==> src/rtl/ps2_pkg.sv <==
// Shared constants, frame state encoding and frame check for the PS/2 scan-code receiver.
package ps2_pkg;

   localparam logic [7:0]  PS2_EXT   = 8'hE0;
   localparam logic [7:0]  PS2_BRK   = 8'hF0;
   localparam int unsigned FRAME_LEN = 11;

   typedef enum logic [1:0] {
      IDLE  = 2'd0,
      RECV  = 2'd1,
      CHECK = 2'd2
   } frame_state_e;

   // Frame is {stop, parity, data[7:0], start}; data plus parity must have odd weight.
   function automatic logic frame_ok(input logic [10:0] f);
      return ~f[0] & f[10] & (^f[9:1]);
   endfunction

endpackage

==> src/rtl/ps2_filter.sv <==
// Two-flop synchronizer plus saturating deglitch filter for one PS/2 line; also reports 1->0 transitions.
module ps2_filter
   import ps2_pkg::*;
#(
   parameter int unsigned FILTER_LEN = 8
) (
   input  logic clk25,
   input  logic clr,
   input  logic pin,
   output logic level,
   output logic fall
);

   localparam int unsigned CW = (FILTER_LEN > 1) ? $clog2(FILTER_LEN) : 1;
   localparam logic [CW-1:0] CNT_LAST = CW'(FILTER_LEN - 1);

   logic [1:0]    sync_q,  sync_d;
   logic [CW-1:0] cnt_q,   cnt_d;
   logic          level_q, level_d;
   logic          fall_q,  fall_d;

   always_comb begin
      sync_d  = {sync_q[0], pin};
      level_d = level_q;
      cnt_d   = '0;
      if (sync_q[1] != level_q) begin
         if (cnt_q == CNT_LAST) begin
            level_d = sync_q[1];
         end else begin
            cnt_d = cnt_q + CW'(1);
         end
      end
      fall_d = level_q & ~level_d;
   end

   always_ff @(posedge clk25) begin
      if (clr) begin
         sync_q  <= '1;
         cnt_q   <= '0;
         level_q <= 1'b1;
         fall_q  <= 1'b0;
      end else begin
         sync_q  <= sync_d;
         cnt_q   <= cnt_d;
         level_q <= level_d;
         fall_q  <= fall_d;
      end
   end

   assign level = level_q;
   assign fall  = fall_q;

endmodule

==> src/rtl/ps2_scan_rx.sv <==
// PS/2 keyboard receiver: frames 11-bit packets, tracks E0/F0 prefixes, emits make/break events.
module ps2_scan_rx
   import ps2_pkg::*;
#(
   parameter int unsigned FILTER_LEN = 8,
   parameter int unsigned TIMEOUT    = 50000
) (
   input  logic        clk25,
   input  logic        clr,
   input  logic        PS2C,
   input  logic        PS2D,
   output logic [15:0] key,
   output logic [7:0]  scan,
   output logic        ext,
   output logic        make,
   output logic        brk,
   output logic        frame_err
);

   localparam int unsigned TW = (TIMEOUT > 1) ? $clog2(TIMEOUT) : 1;
   localparam logic [TW-1:0] TMO_LAST = TW'(TIMEOUT - 1);
   localparam logic [3:0]    CNT_FULL = 4'(FRAME_LEN);
   localparam logic [3:0]    CNT_LAST = 4'(FRAME_LEN - 1);

   logic c_lvl, c_fall, d_lvl, d_fall_unused;

   ps2_filter #(.FILTER_LEN(FILTER_LEN)) u_clk_filt (
      .clk25 (clk25),
      .clr   (clr),
      .pin   (PS2C),
      .level (c_lvl),
      .fall  (c_fall)
   );

   ps2_filter #(.FILTER_LEN(FILTER_LEN)) u_dat_filt (
      .clk25 (clk25),
      .clr   (clr),
      .pin   (PS2D),
      .level (d_lvl),
      .fall  (d_fall_unused)
   );

   frame_state_e  state_q, state_d;
   logic [3:0]    cnt_q, cnt_d;
   logic [TW-1:0] tmo_q, tmo_d;
   logic [10:0]   sh_q, sh_d;
   logic          ext_pend_q, ext_pend_d;
   logic          brk_pend_q, brk_pend_d;
   logic [15:0]   key_q, key_d;
   logic [7:0]    scan_q, scan_d;
   logic          ext_q, ext_d;
   logic          make_q, make_d;
   logic          brk_q, brk_d;
   logic          err_q, err_d;
   logic [7:0]    rx_byte;
   logic          c_lvl_unused;

   assign rx_byte      = sh_q[8:1];
   assign c_lvl_unused = c_lvl;

   always_comb begin
      state_d    = state_q;
      cnt_d      = cnt_q;
      tmo_d      = tmo_q;
      sh_d       = sh_q;
      ext_pend_d = ext_pend_q;
      brk_pend_d = brk_pend_q;
      key_d      = key_q;
      scan_d     = scan_q;
      ext_d      = ext_q;
      make_d     = 1'b0;
      brk_d      = 1'b0;
      err_d      = 1'b0;

      unique case (state_q)
         IDLE: begin
            tmo_d = '0;
            if (c_fall) begin
               sh_d    = {d_lvl, sh_q[10:1]};
               cnt_d   = 4'd1;
               state_d = RECV;
            end
         end

         RECV: begin
            if (c_fall) begin
               sh_d  = {d_lvl, sh_q[10:1]};
               tmo_d = '0;
               if (cnt_q >= CNT_LAST) begin
                  cnt_d   = CNT_FULL;
                  state_d = CHECK;
               end else begin
                  cnt_d = cnt_q + 4'd1;
               end
            end else if (tmo_q == TMO_LAST) begin
               // Abandoned frame: prefix flags deliberately survive a timeout.
               state_d = IDLE;
               cnt_d   = '0;
               tmo_d   = '0;
               err_d   = 1'b1;
            end else begin
               tmo_d = tmo_q + TW'(1);
            end
         end

         CHECK: begin
            state_d    = IDLE;
            cnt_d      = '0;
            tmo_d      = '0;
            if (frame_ok(sh_q)) begin
               key_d = {key_q[7:0], rx_byte};
               if (rx_byte == PS2_EXT) begin
                  ext_pend_d = 1'b1;
               end else if (rx_byte == PS2_BRK) begin
                  brk_pend_d = 1'b1;
               end else begin
                  scan_d     = rx_byte;
                  ext_d      = ext_pend_q;
                  brk_d      = brk_pend_q;
                  make_d     = ~brk_pend_q;
                  ext_pend_d = 1'b0;
                  brk_pend_d = 1'b0;
               end
            end else begin
               err_d      = 1'b1;
               ext_pend_d = 1'b0;
               brk_pend_d = 1'b0;
            end
         end

         default: begin
            state_d = IDLE;
            cnt_d   = '0;
            tmo_d   = '0;
         end
      endcase
   end

   always_ff @(posedge clk25) begin
      if (clr) begin
         state_q    <= IDLE;
         cnt_q      <= '0;
         tmo_q      <= '0;
         sh_q       <= '0;
         ext_pend_q <= 1'b0;
         brk_pend_q <= 1'b0;
         key_q      <= '0;
         scan_q     <= '0;
         ext_q      <= 1'b0;
         make_q     <= 1'b0;
         brk_q      <= 1'b0;
         err_q      <= 1'b0;
      end else begin
         state_q    <= state_d;
         cnt_q      <= cnt_d;
         tmo_q      <= tmo_d;
         sh_q       <= sh_d;
         ext_pend_q <= ext_pend_d;
         brk_pend_q <= brk_pend_d;
         key_q      <= key_d;
         scan_q     <= scan_d;
         ext_q      <= ext_d;
         make_q     <= make_d;
         brk_q      <= brk_d;
         err_q      <= err_d;
      end
   end

   assign key       = key_q;
   assign scan      = scan_q;
   assign ext       = ext_q;
   assign make      = make_q;
   assign brk       = brk_q;
   assign frame_err = err_q;

endmodule

==> config.mk <==
export PLATFORM = sky130hd
export DESIGN_NAME = ps2_scan_rx
export DESIGN_NICKNAME = d
export VERILOG_FILES = /design/src/rtl/ps2_pkg.sv /design/src/rtl/ps2_filter.sv /design/src/rtl/ps2_scan_rx.sv
export SDC_FILE = /design/constraint.sdc
export NUM_CORES = 1
export LEC_CHECK = 0
export ABC_AREA = 1
export BUFFER_PORTS_ARGS = -buffer_cell sky130_fd_sc_hd__buf_4
export CAP_MARGIN = 20
export CELL_PAD_IN_SITES_DETAIL_PLACEMENT = 1
export CELL_PAD_IN_SITES_GLOBAL_PLACEMENT = 1
export CORE_ASPECT_RATIO = 0.5
export CORE_MARGIN = 2
export CORE_UTILIZATION = 47
export DETAILED_ROUTE_END_ITERATION = 10
export HOLD_SLACK_MARGIN = 0.15
export PLACE_DENSITY_LB_ADDON = 0.1
export SETUP_SLACK_MARGIN = 0.02
export SYNTH_ARGS = -nofsm -noshare
export SYNTH_HDL_FRONTEND = slang
export SYNTH_SLANG_ARGS = --single-unit
export TNS_END_PERCENT = 100
==> constraint.sdc <==
create_clock -name clk25 -period 3.3 [get_ports clk25]
set_clock_uncertainty 0.05 [all_clocks]
set_input_delay 0.165 -clock clk25 [delete_from_list [all_inputs] [get_ports clk25]]
set_output_delay 0.165 -clock clk25 [all_outputs]
set_load 0.1 [all_outputs]
* After elaboration in Yosys (flattened, before gate mapping)
Cells that the tools add are included.
Storage, ports and cells: register bits after elaboration 76
Operators by class: $add $sub $neg 4, order comparisons 1, eq/ne operators 14, multiplexer cells 22, bitwise gates (word level) 13, reduce and logical (&&, ||, !) cells 15
Operator list (count):
- adder 16 x 1 -> 16 bit, second input constant | 1
- == test 16 bit, second input constant | 1
- == test 8 bit, second input constant | 2
- two-way mux 4 bit | 4
- AND reduction 2 bit | 6
- two-way mux 1 bit | 11
- NOT 1 bit | 10
- parity 9 bit | 1
- two-way mux 2 bit | 4
- one-hot mux 4 bit (2 select lines) | 1
- adder 3 x 1 -> 3 bit, second input constant | 2
- == test 3 bit, second input constant | 2
- inequality test 3 bit, second input constant | 2
- OR reduction 3 bit | 2
- OR reduction 5 bit | 1
- adder 4 x 1 -> 4 bit, second input constant | 1
- greater-or-equal comparator 4 bit, second input constant | 1
- one-hot mux 2 bit (2 select lines) | 1
- AND reduction 4 bit | 1
- OR reduction 4 bit | 1
- AND 1 bit | 3
- inequality test 3 x 2 -> 1 bit, second input constant | 1
- AND reduction 3 bit | 1
- == test 2 x 1 -> 1 bit, second input constant | 1
- other kinds (7) | 8

* Logic depth before layout (Yosys ltp)
Gate-level depths: netlist (run 1).
depth after elaboration 5, gate-level depth with buffers 12

* Cells and area by module
From an unflattened synthesis (run 1), not the netlist that was laid out.
Second synthesis, totals: cell total of the unflattened synthesis 427, area total of the unflattened synthesis 3347.0 µm²
Modules (own cells, without submodules):
- ps2_scan_rx | times used 1, cells an instance 375, area each 2849.0 µm², sequential area each 1261.2 µm²
- ps2_filter | times used 2, cells an instance 26, area each 249.0 µm², sequential area each 140.1 µm²

* Least setup slack after synthesis (run 1)
OpenSTA, ideal clock, no wires.
path type reg2reg, start register sh_q[5], end register key_q[6], in the netlist key[6], library setup time 0.132 ns, arrival time 1.533 ns, slack 1.584 ns, stages on the path, launching flop included 12, cells stage by stage dfxtp_1 > inv_1 > ha_1 > inv_2 > nand2_1 > nand3_1 > nand3_2 > nand2_4 > nand3_2 > buf_4 > nand2_1 > a21oi_1
Between the ends: cells in the longest elaborated chain, start to end 3
Ends and longest elaborated chain:
- start: declaration | line ps2_scan_rx.sv:46 | logic [10:0] sh_q, sh_d;
- start signal: assignment | line ps2_scan_rx.sv:144 | sh_q <= '0;
- start signal: assignment | line ps2_scan_rx.sv:157 | sh_q <= sh_d;
- parity 9 bit | line ps2_pkg.sv:16 | return ~f[0] & f[10] & (^f[9:1]);
- AND 1 bit | line ps2_pkg.sv:16
- AND reduction 2 bit (no line)
- end signal: assignment | line ps2_scan_rx.sv:160 | key_q <= key_d;
- end: declaration | line ps2_scan_rx.sv:49 | logic [15:0] key_q, key_d;
Every way passes these cells. A chain may end at the register's enable or synchronous reset.

* Worst setup path after layout (run 1)
start register sh_q[1], end register scan_q[0], in the netlist scan[0]
Between the ends: cells in the longest elaborated chain, start to end 3, elaborated cells between the ends (all ways) 7, classes of those cells 2 x eq/ne; 3 x bitwise; 2 x reduce/logical
Ends and longest elaborated chain:
- parity 9 bit, or another cell as far along | line ps2_pkg.sv:16
- AND 1 bit or NOT 1 bit (tied branches)
- AND reduction 4 bit (no line)
- end signal: assignment | line ps2_scan_rx.sv:161 | scan_q <= scan_d;
- end: declaration | line ps2_scan_rx.sv:50 | logic [7:0] scan_q, scan_d;
Parallel ways exist; a longest one is shown, timed or not.

==> out/summary.txt, run 1 <==
SYNTH
------------------------------------------------------------------------------------------
Post-synthesis sequential element count                                                 76
Count of different cell masters after synthesis                                         33
Post-synthesis net count                                                               435
Average size of a mapped cell                                                   8.006 um^2
Cells after synthesis                                                                  416
Yosys warns                                                                              0
Synthesized cell area                                                         0.003331 mm^2
Share of the yosys chip area belonging to registers                                 45.68%

POWER AND IR DROP
------------------------------------------------------------------------------------------
Leak Pwr                                                                          1.605 nW
Worst voltage drop across the vdd grid                                         0.0003710 V
Power per standard cell area                                                  475.3 mW/mm^2
Final Power                                                                       1.854 mW

DRT
------------------------------------------------------------------------------------------
Detailed-routed wire length on met2                                                4439 um
Met1 layer wirelength in the final routing                                         3911 um
Number of nets still failing antenna checks after routing                                0
Wire length reported by the detailed router                                        8725 um
DR DRC count                                                                             0
Initial drt markers                                                                    145
Wire length on met3                                                                 243 um
Routed len/inst                                                                   16.04 um
Via count of the routed design                                                        2880
Highest routing layer actually used                                                   met4
Per-cell via count in the routed design                                              5.294
First-pass detailed-route iteration total                                                4

WORST SETUP PATH
------------------------------------------------------------------------------------------
Max FO, Critical Path                                                                   22
Register-to-register setup slack                                                   1.03 ns
Type of destination of the critical path                                         flip-flop
Startpoint type of the worst setup path                                          flip-flop
Crit path required time                                                            3.52 ns
Crit path kind                                                                flip-flop to flip-flop
Start point of the critical path                                                   sh_q[1]
R2R Path Start                                                                     sh_q[1]
Data arrival time of the worst path                                                2.49 ns
Endpoint of the worst register-to-register path                                    scan[0]
Worst Reg2Reg Path Length in Cells                                                      11

STATUS
------------------------------------------------------------------------------------------
Result of the run                                                             finished clean

STA
------------------------------------------------------------------------------------------
Slew headroom                                                                       42.72%
Final clock period utilization by the worst path                                    68.74%
Time the worst path needs with I/O delays and setup                               2.268 ns
Number of setup violations in the final report                                           0
Achievable clock frequency                                                       440.8 MHz
Slew at the pin closest to its max-slew limit                                    0.8583 ns
Number of pins with negative max-slew slack in the final report                          0
RSZ-0062 raised after global routing                                                    no
Final sum of negative setup slack                                                     0 ns
Hold Fails Final Rpt                                                                     0
Hold WS                                                                          0.1907 ns

WORST HOLD PATH
------------------------------------------------------------------------------------------
Hold path startpoint                                                                   clr
Count of cells along the worst hold path                                                 2
Class of the tightest hold or removal check                                   primary input to flip-flop
Sink of the worst hold path                                                         key[8]

DIE
------------------------------------------------------------------------------------------
Floorplan core area                                                           0.006779 mm^2
Total I/O pin count                                                                     32
Vertical die dimension                                                            63.53 um
Area enclosed by the die boundary                                             0.007817 mm^2
Initial core utilization                                                            49.13%
Cell Rows                                                                               21
Chip Width                                                                        123.1 um

CLOCKING
------------------------------------------------------------------------------------------
Quantity of gates resized following cts                                                  0
Number of H-tree levels                                                                  3
Source-to-sink clock delay at the later pin of the worst-skew pair                 0.34 ns
Root buffer cell                                                              sky130_fd_sc_hd__clkbuf_16
Clk buf depth                                                                            2
Clock edge transition at the registers on the reported setup and hold paths        0.06 ns
Sink Count                                                                              76
Number of buffers created by CTS                                                         9
CTS tree                                                                             built

JOB
------------------------------------------------------------------------------------------
Max Cap Violations                                                                       0

PLACEMENT
------------------------------------------------------------------------------------------
Estimated wirelength of the detail-placed design                                   5868 um
GPL Wtd Cong                                                                        0.8653
IO buf count                                                                            31
Post-detailed-placement cell area                                             0.003610 mm^2

FINISH
------------------------------------------------------------------------------------------
Non-Filler Cell Area, Final                                                   0.003900 mm^2
Count of fill cells added during filler insertion                                      827
Area added between synthesis and finish                                             17.09%
Layout cell share with drive strength beyond 1                                      20.13%
Final design utilization                                                            57.53%
Highest-count cells in the layout ignoring fill and taps                      sky130_fd_sc_hd__nand2_1, sky130_fd_sc_hd__dfxtp_1, sky130_fd_sc_hd__a21oi_1
NumNets Final                                                                          466
Most frequent standard cell in the layout excluding fill and tap cells        sky130_fd_sc_hd__nand2_1
# diodes                                                                                 0

GRT
------------------------------------------------------------------------------------------
Total global-route track usage                                                      24.37%
First-pass GRT wire length                                                        14810 um
Maximum number of pins on one net before global-route repair                            30
Number of antenna violations at the first check in global routing                        0
Vias in the first global route                                                        3055
Sum of overflow across all layers after global routing                                   0

-- report_power, final --
part / switching (mW) / total (mW) / internal [mW]
logic: 0.0165 / 0.0251 / 0.00857
clock network: 0.378 / 0.902 / 0.524
registers: 0.00343 / 0.926 / 0.923
total: 0.398 / 1.85 / 1.46
-- through the flow --
| step | std cells | setup slack, ns |
|---|---|---|
| 5_1_grt | 544 | 0.8733 |
| 3_3_place_gp | 526 | 1.157 |
| 3_5_place_dp | 526 | 1.112 |
| 2_1_floorplan | 416 | 1.584 |
| 4_1_cts | 544 | 1.053 |
| 6_report | 544 | 1.032 |
-- timing repair --
item / CTS / global route
hold buffers: 2 / 0
hold endpoints to repair: 2 / 0
setup buffers: 0 / 0
setup endpoints to repair: 0 / 0
-- logic make-up after synthesis --
group	count (synthesis)	synth area share [%]
compound gates	63	9.993
xor+xnor	5	1.315
fa+ha+maj	15	5.635
buf+inv	60	7.589
flops	76	45.68
simple gates	197	29.79
-- worst max-delay path, cell delays in order (launching register included) --
cell,delay (ns)
sky130_fd_sc_hd__dfxtp_1,0.45
sky130_fd_sc_hd__inv_1,0.10
sky130_fd_sc_hd__ha_1,0.35
sky130_fd_sc_hd__nand2_1,0.09
sky130_fd_sc_hd__inv_1,0.04
sky130_fd_sc_hd__nor2_1,0.10
sky130_fd_sc_hd__nand3_2,0.10
sky130_fd_sc_hd__nand2_4,0.24
sky130_fd_sc_hd__nand4_4,0.24
sky130_fd_sc_hd__nor2_4,0.27
sky130_fd_sc_hd__nand2_1,0.08
sky130_fd_sc_hd__nand2_1,0.09
-- cell usage after synthesis (all sizes together) --
library cell / instances / area [um^2]
nand2: 85 / 344.1
dfxtp: 76 / 1521
a21oi: 45 / 232.7
inv: 45 / 168.9
nor2: 45 / 211.5
nand3: 28 / 185.2
nand4: 22 / 152.7
ha: 15 / 187.7
o21ai: 15 / 78.82
buf: 8 / 57.55
or2: 8 / 50.05
clkbuf: 7 / 26.28
nor3: 7 / 35.03
xor2: 3 / 26.28
xnor2: 2 / 17.52
a31oi: 1 / 6.260
and3: 1 / 6.260
nor3b: 1 / 7.510
o211ai: 1 / 7.510
o21bai: 1 / 7.510
-- metal layers --
layer  global-route usage, %  vias up
met5                       0        -
met4                   5.824        0
met3                   7.065       12
met2                   42.82       31
met1                   29.38     1414
li1                        -     1423
-- sequential cells by signal, indices dropped and copies added, names as in the netlist, 2 cells and up --
| register | cells |
|---|---|
| tmo_q | 16 |
| state_q | 2 |
| scan | 8 |
| u_dat_filt.cnt_q | 3 |
| cnt_q | 4 |
| u_clk_filt.sync_q | 2 |
| key | 16 |
| u_dat_filt.sync_q | 2 |
| u_clk_filt.cnt_q | 3 |
| sh_q | 11 |
-- final cells by class --
class	count	area, um^2	area share, %
well taps	92	115.1	2.952
clock buffers	11	242.7	6.224
clock inverters	5	27.53	0.7058
repair buffers	35	267.8	6.866
multi-input cells	280	1556	39.91
inverters	45	168.9	4.331
flip-flops and latches	76	1521	39.01
-- how the worst max path moves through the flow --
stage | to | cells after the start
final | scan[0] | 11
after global routing | key[9] | 10
after CTS | scan[0] | 11
after detailed placement | scan[0] | 11
after global placement | scan[3] | 11
after floorplan | key[6] | 11
No activity file was read; power rests on OpenSTA's default activity.
==> inputs of run 2 (changes only) <==
--- a/config.mk
+++ b/config.mk
@@ -5,14 +5,14 @@
 export SDC_FILE = /design/constraint.sdc
 export NUM_CORES = 1
 export LEC_CHECK = 0
-export ABC_AREA = 1
+export ABC_AREA = 0
 export BUFFER_PORTS_ARGS = -buffer_cell sky130_fd_sc_hd__buf_4
 export CAP_MARGIN = 20
 export CELL_PAD_IN_SITES_DETAIL_PLACEMENT = 1
 export CELL_PAD_IN_SITES_GLOBAL_PLACEMENT = 1
 export CORE_ASPECT_RATIO = 0.5
 export CORE_MARGIN = 2
-export CORE_UTILIZATION = 47
+export CORE_UTILIZATION = 45
 export DETAILED_ROUTE_END_ITERATION = 10
 export HOLD_SLACK_MARGIN = 0.15
 export PLACE_DENSITY_LB_ADDON = 0.1
==> constraint.sdc (replaced) <==
create_clock -name clk25 -period 2.2 [get_ports clk25]
set_clock_uncertainty 0.05 [all_clocks]
set_input_delay 0.11 -clock clk25 [delete_from_list [all_inputs] [get_ports clk25]]
set_output_delay 0.11 -clock clk25 [all_outputs]
set_load 0.1 [all_outputs]
==> run 2 against run 1 <==
  * Non-clock buffer count rose by 6
  * Clock power is 57% higher
  * Global-route usage decreased by 3.6 points
  * Hold slack improved by 0.17 ns
  * Routed wire length down 15%
==> out/summary.txt, run 2 <==
FINISH
------------------------------------------------------------------------------------------
# diodes                                                                                 0
Highest-count cells in the layout ignoring fill and taps                      sky130_fd_sc_hd__dfxtp_1, sky130_fd_sc_hd__nand2_1, sky130_fd_sc_hd__buf_4
Sequential cell area in the final layout                                      0.001521 mm^2
Layout cell share with drive strength beyond 1                                      17.02%
NumNets Final                                                                          397
Count of fill cells added during filler insertion                                      776
Most frequent standard cell in the layout excluding fill and tap cells        sky130_fd_sc_hd__dfxtp_1
Area added between synthesis and finish                                             21.32%
Area of combinational cells with multiple inputs                              0.001577 mm^2

WORST SETUP PATH
------------------------------------------------------------------------------------------
R2R Path Start                                                                     sh_q[4]
Crit path required time                                                            2.41 ns
Max FO, Critical Path                                                                    7
Worst Reg2Reg Path Length in Cells                                                       6
Worst Setup EP                                                                     scan[1]
Endpoint of the worst register-to-register path                                    scan[1]
Register-to-register setup slack                                                   0.07 ns
Startpoint type of the worst setup path                                          flip-flop
Data arrival time of the worst path                                                2.34 ns
Crit path kind                                                                flip-flop to flip-flop
Type of destination of the critical path                                         flip-flop
Start point of the critical path                                                   sh_q[4]

GRT
------------------------------------------------------------------------------------------
Sum of overflow across all layers after global routing                                   0
First-pass GRT wire length                                                        12550 um
Maximum number of pins on one net before global-route repair                            39
Vias in the first global route                                                        2653
Number of antenna violations at the first check in global routing                        0
Total global-route track usage                                                      20.79%

SYNTH
------------------------------------------------------------------------------------------
Post-synthesis sequential element count                                                 76
Prevailing post-synth register cell                                           sky130_fd_sc_hd__dfxtp_1
Most area-consuming cells after synthesis                                     sky130_fd_sc_hd__dfxtp_1, sky130_fd_sc_hd__mux2i_1, sky130_fd_sc_hd__nand2_1
FFs w/ async S/R, synth                                                                 0%
Synthesized cell area                                                         0.003193 mm^2
Post-synthesis net count                                                               357
Yosys warns                                                                              0
Share of the yosys chip area belonging to registers                                 47.65%
Area share of the largest cell type after synthesis                                 47.65%
Cell with the most instances after synthesis                                  sky130_fd_sc_hd__dfxtp_1
Commonest cells in the synthesized netlist                                    sky130_fd_sc_hd__dfxtp_1, sky130_fd_sc_hd__nand2_1, sky130_fd_sc_hd__mux2i_1
Cell type contributing the most total cell area after synthesis               sky130_fd_sc_hd__dfxtp_1
Count of different cell masters after synthesis                                         48
Average size of a mapped cell                                                   9.447 um^2
Post-synth EDFFs                                                                         0
Cells after synthesis                                                                  338

DRT
------------------------------------------------------------------------------------------
Initial drt markers                                                                    110
DR DRC count                                                                             0
Routed len/inst                                                                   15.62 um
First-pass detailed-route iteration total                                                4
Number of nets still failing antenna checks after routing                                0
Via count of the routed design                                                        2506
Per-cell via count in the routed design                                              5.287
Wire length reported by the detailed router                                        7406 um

PLACEMENT
------------------------------------------------------------------------------------------
GPL Wtd Cong                                                                        0.7775
IO buf count                                                                            31
Estimated wirelength of the detail-placed design                                   4975 um

STA
------------------------------------------------------------------------------------------
Achievable clock frequency                                                       470.2 MHz
Hold Fails Final Rpt                                                                     0
Number of pins with negative max-slew slack in the final report                          0
Number of setup violations in the final report                                           0
Slew at the pin closest to its max-slew limit                                    0.6361 ns
Time the worst path needs with I/O delays and setup                               2.127 ns
Slew headroom                                                                       57.53%
Final sum of negative setup slack                                                     0 ns
Final clock period utilization by the worst path                                    96.67%
RSZ-0062 raised after global routing                                                   yes

POWER AND IR DROP
------------------------------------------------------------------------------------------
Power per standard cell area                                                  751.5 mW/mm^2
Leak Pwr                                                                          1.492 nW
Worst voltage drop across the vdd grid                                         0.0004324 V
Final Power                                                                       2.911 mW

CLOCKING
------------------------------------------------------------------------------------------
Number of H-tree levels                                                                  3
Source-to-sink clock delay at the later pin of the worst-skew pair                 0.33 ns
Root buffer cell                                                              sky130_fd_sc_hd__clkbuf_16
Clk buf depth                                                                            2
Clock edge transition at the registers on the reported setup and hold paths        0.06 ns
CTS tree                                                                             built
Number of buffers created by CTS                                                         9
Sink Count                                                                              76
Number of buffers inserted to repair setup after CTS                                     0

DIE
------------------------------------------------------------------------------------------
Area enclosed by the die boundary                                             0.007826 mm^2
Chip Width                                                                        123.1 um
Floorplan core area                                                           0.006779 mm^2
Cell Rows                                                                               21
Initial core utilization                                                            47.10%
Vertical die dimension                                                            63.57 um
Total I/O pin count                                                                     32

JOB
------------------------------------------------------------------------------------------
Max Cap Violations                                                                       0

STATUS
------------------------------------------------------------------------------------------
Result of the run                                                             finished clean

WORST HOLD PATH
------------------------------------------------------------------------------------------
Class of the tightest hold or removal check                                   flip-flop to flip-flop

run 2: kinds of logic (layout without fill, tap and decap cells):
| kind of cell | count (synthesis) | after routing | share of synthesized area [%] |
|---|---|---|---|
| buf+inv | 29 | 72 | 4.232 |
| xor+xnor | 19 | 19 | 5.917 |
| mux | 26 | 26 | 8.150 |
| simple gates | 136 | 137 | 20.30 |
| flops | 76 | 76 | 47.65 |
| fa+ha+maj | 15 | 15 | 5.878 |
| compound gates | 37 | 37 | 7.877 |
run 2: area by class of cell:
type / count / share of cell area (%)
clock buffer: 13 / 6.460
clock inverter: 2 / 0.9044
inverter: 16 / 1.550
multi-input combinational: 234 / 40.70
sequential: 76 / 39.28
tap: 92 / 2.972
timing repair buffer: 41 / 8.140
run 2: worst min-delay path by stage:
| stage | to | from | slack [ns] | cells past startpoint |
|---|---|---|---|---|
| after CTS | u_clk_filt.sync_q[1] | u_clk_filt.sync_q[0] | 0.37 | 1 |
| after global routing | u_clk_filt.sync_q[1] | u_clk_filt.sync_q[0] | 0.37 | 1 |
| after floorplan | u_clk_filt.sync_q[0] | PS2C | 0.16 | 1 |
| final | u_clk_filt.sync_q[1] | u_clk_filt.sync_q[0] | 0.36 | 1 |
| after detailed placement | u_clk_filt.sync_q[0] | PS2C | 0.25 | 2 |
| after global placement | u_dat_filt.sync_q[0] | PS2D | 0.24 | 2 |
run 2: where the power goes:
| group | switching [mW] | internal (mW) |
|---|---|---|
| sequential | 0.00810 | 1.39 |
| clock | 0.523 | 0.901 |
| combinational | 0.0608 | 0.0308 |
| total | 0.592 | 2.32 |
run 2: worst max-delay path: stages, from the launching register on:
cell and delay, ns:
sky130_fd_sc_hd__dfxtp_1 0.35, sky130_fd_sc_hd__inv_1 0.06, sky130_fd_sc_hd__ha_1 0.29, sky130_fd_sc_hd__xnor3_2 0.41, sky130_fd_sc_hd__xnor2_4 0.28, sky130_fd_sc_hd__and4_2 0.41
sky130_fd_sc_hd__mux2i_1 0.21
run 2: through the flow:
| stage | std cells | utilization [%] | worst slack, ns | hold slack (ns) | area (um^2) |
|---|---|---|---|---|---|
| global route | 474 | 57.14 | -0.003890 | 0.3699 | 3874 |
| detailed placement | 455 | 51.90 | 0.02909 | 0.2501 | 3518 |
| CTS | 473 | 56.61 | 0.04974 | 0.3658 | 3837 |
| global placement | 455 | 51.90 | 0.1261 | 0.2442 | 3518 |
| finish | 474 | 57.14 | 0.07331 | 0.3612 | 3874 |
| floorplan | 338 | - | 0.2301 | 0.1638 | 3193 |
run 2: layer usage:
| metal | GRT usage (%) | wire length [um] | vias to the layer above |
|---|---|---|---|
| li1 | - | - | 1239 |
| met1 | 24.01 | 3379 | 1212 |
| met5 | 0 | 0 | - |
| met2 | 35.71 | 3634 | 39 |
| met4 | 7.528 | 117 | 0 |
| met3 | 7.065 | 274 | 16 |
run 2: what timing repair did:
item                                   CTS  global route
resized for setup                        1             3
cloned                                   0             1
setup endpoints to repair                1            19
pin swaps                                0             1
endpoints found under the hold margin   17             0
hold buffers                             3             0
==> inputs of run 3 (changes only) <==
--- a/config.mk
+++ b/config.mk
@@ -5,14 +5,14 @@
 export SDC_FILE = /design/constraint.sdc
 export NUM_CORES = 1
 export LEC_CHECK = 0
-export ABC_AREA = 0
+export ABC_AREA = 1
 export BUFFER_PORTS_ARGS = -buffer_cell sky130_fd_sc_hd__buf_4
 export CAP_MARGIN = 20
 export CELL_PAD_IN_SITES_DETAIL_PLACEMENT = 1
 export CELL_PAD_IN_SITES_GLOBAL_PLACEMENT = 1
 export CORE_ASPECT_RATIO = 0.5
 export CORE_MARGIN = 2
-export CORE_UTILIZATION = 45
+export CORE_UTILIZATION = 43
 export DETAILED_ROUTE_END_ITERATION = 10
 export HOLD_SLACK_MARGIN = 0.15
 export PLACE_DENSITY_LB_ADDON = 0.1
==> run 3 against run 2 <==
  * Total power increased by 0.23%
  * Sequential share of layout area decreased by 1.6 points
  * Critical endpoint is now scan[4]
  * Sequential cell count unchanged
  * Critical path depth increased by 5
  * Largest power group unchanged
  * Combinational power decreased by 57%
  * Clock power increased by 5%
  * Die area increased by 8.7%
  * Fmax increased by 5.2%
  * Final cell count increased by 18%
==> out/summary.txt, run 3 (same netlist as run 1, synthesis figures left out) <==
FINISH
------------------------------------------------------------------------------------------
# diodes                                                                                 0
Layout cell share with drive strength beyond 1                                      23.28%
Final cell count without fillers                                                       560
Non-Filler Cell Area, Final                                                   0.004056 mm^2
Final design utilization                                                            54.78%
NumNets Final                                                                          478
Area added between synthesis and finish                                             21.79%
Most frequent standard cell in the layout excluding fill and tap cells        sky130_fd_sc_hd__nand2_1
Highest-count cells in the layout ignoring fill and taps                      sky130_fd_sc_hd__nand2_1, sky130_fd_sc_hd__dfxtp_1, sky130_fd_sc_hd__buf_4

CLOCKING
------------------------------------------------------------------------------------------
Source-to-sink clock delay at the later pin of the worst-skew pair                 0.33 ns
Root buffer cell                                                              sky130_fd_sc_hd__clkbuf_16
CTS tree                                                                             built
Clock edge transition at the registers on the reported setup and hold paths        0.06 ns
Clk buf depth                                                                            2
Sink Count                                                                              76
Number of H-tree levels                                                                  3
Number of buffers created by CTS                                                         9

WORST SETUP PATH
------------------------------------------------------------------------------------------
Type of destination of the critical path                                         flip-flop
R2R Path Start                                                                     sh_q[3]
Startpoint type of the worst setup path                                          flip-flop
Data arrival time of the worst path                                                2.25 ns
Endpoint of the worst register-to-register path                                    scan[4]
Crit path required time                                                            2.43 ns
Worst Reg2Reg Path Length in Cells                                                      11
Max FO, Critical Path                                                                    8
Register-to-register setup slack                                                   0.18 ns
Crit path kind                                                                flip-flop to flip-flop

POWER AND IR DROP
------------------------------------------------------------------------------------------
Power per standard cell area                                                  719.4 mW/mm^2
Switching power summed over all nets                                             0.5826 mW
Worst voltage drop across the vdd grid                                         0.0004637 V
Power Internal                                                                    2.335 mW
Final Power                                                                       2.918 mW
Leak Pwr                                                                          1.683 nW
Share of power burned in the clock network                                           51.0%
Register share of total power                                                        47.6%
Logic pwr share                                                                       1.3%
Switching fraction of total power                                                   19.96%

STA
------------------------------------------------------------------------------------------
Hold Fails Final Rpt                                                                     0
Slew headroom                                                                       69.26%
Achievable clock frequency                                                       494.5 MHz
Final clock period utilization by the worst path                                    91.92%
Number of setup violations in the final report                                           0
Time the worst path needs with I/O delays and setup                               2.022 ns
Final sum of negative setup slack                                                     0 ns
Hold WS                                                                          0.3637 ns
Number of pins with negative max-slew slack in the final report                          0
Slew at the pin closest to its max-slew limit                                    0.4606 ns
Setup ws final                                                                   0.1778 ns
RSZ-0062 raised after global routing                                                    no

JOB
------------------------------------------------------------------------------------------
Max Cap Violations                                                                       0

DRT
------------------------------------------------------------------------------------------
DR DRC count                                                                             0
Initial drt markers                                                                    117
Routed len/inst                                                                   14.47 um
First-pass detailed-route iteration total                                                5
Per-cell via count in the routed design                                              5.079
Via count of the routed design                                                        2844
Number of nets still failing antenna checks after routing                                0
Wire length reported by the detailed router                                        8103 um

STATUS
------------------------------------------------------------------------------------------
Result of the run                                                             finished clean

DIE
------------------------------------------------------------------------------------------
Initial core utilization                                                            44.98%
Total I/O pin count                                                                     32
Cell Rows                                                                               22
Chip Width                                                                        128.5 um
Area enclosed by the die boundary                                             0.008509 mm^2
Vertical die dimension                                                            66.24 um
Floorplan core area                                                           0.007405 mm^2

WORST HOLD PATH
------------------------------------------------------------------------------------------
Class of the tightest hold or removal check                                   flip-flop to flip-flop
Hold path startpoint                                                          u_dat_filt.sync_q[0]
Sink of the worst hold path                                                   u_dat_filt.sync_q[1]
Count of cells along the worst hold path                                                 1

GRT
------------------------------------------------------------------------------------------
Sum of overflow across all layers after global routing                                   0
Vias in the first global route                                                        2872
Number of antenna violations at the first check in global routing                        0
Maximum number of pins on one net before global-route repair                            30
Total global-route track usage                                                      20.93%
First-pass GRT wire length                                                        13670 um

PLACEMENT
------------------------------------------------------------------------------------------
Estimated wirelength of the detail-placed design                                   5721 um
IO buf count                                                                            31
Post-detailed-placement cell area                                             0.003675 mm^2
Post-placement worst setup slack                                                 0.1478 ns
GPL Wtd Cong                                                                        0.8691
Number of placed cells counting well taps                                              538

run 3: timing repair:
action / 4_1_cts / 5_1_grt
buffers inserted: 0 / 3
gates resized for setup: 0 / 6
endpoints found under the setup margin: 0 / 26
endpoints found under the hold margin: 19 / 0
hold buffers: 3 / 0
run 3: how the worst max path moves through the flow:
stage | from | end | slack [ns] | depth (start not counted)
floorplan | sh_q[5] | key[6] | 0.48 | 11
global placement | sh_q[3] | scan[0] | 0.18 | 9
detailed placement | sh_q[5] | scan[4] | 0.15 | 11
CTS | sh_q[5] | scan[4] | 0.07 | 11
global route | sh_q[3] | scan[1] | 0.02 | 11
finish | sh_q[3] | scan[4] | 0.18 | 11
run 3: cell type report:
| cell class | count | area [um^2] |
|---|---|---|
| inverter | 45 | 168.9 |
| multi-input combinational | 280 | 1577 |
| sequential | 76 | 1526 |
| timing repair buffer | 47 | 360.3 |
| clock inverter | 4 | 47.55 |
| tap | 96 | 120.1 |
| fill | 904 | 3348 |
| clock buffer | 12 | 256.5 |
run 3: worst max-delay path: stages (launching register included):
cell                      delay, ns
sky130_fd_sc_hd__dfxtp_2       0.37
sky130_fd_sc_hd__inv_1         0.07
sky130_fd_sc_hd__ha_1          0.36
sky130_fd_sc_hd__nand2_1       0.08
sky130_fd_sc_hd__inv_1         0.04
sky130_fd_sc_hd__nor2_1        0.11
sky130_fd_sc_hd__nand3_2       0.11
sky130_fd_sc_hd__nand2_4       0.13
sky130_fd_sc_hd__nand4_4       0.18
sky130_fd_sc_hd__nor2_4        0.29
sky130_fd_sc_hd__nand2_1       0.10
sky130_fd_sc_hd__nand2_1       0.07
run 3: power groups by stage:
stage | combinational (mW) | clock (mW) | sequential [mW]
after detailed placement | 0.0356 | 0 | 1.42
after global routing | 0.0435 | 1.60 | 1.39
after floorplan | 0.0235 | 0 | 1.42
final | 0.0393 | 1.49 | 1.39
after global placement | 0.0336 | 0 | 1.42
after CTS | 0.0396 | 1.53 | 1.39
run 3: layer usage:
metal | up-vias | GRT usage, % | wire, um
met1 | 1352 | 25.22 | 3805
met3 | 7 | 5.421 | 265
met2 | 36 | 37.17 | 3968
li1 | 1449 | - | -
met5 | - | 0 | 0
met4 | 0 | 6.181 | 63
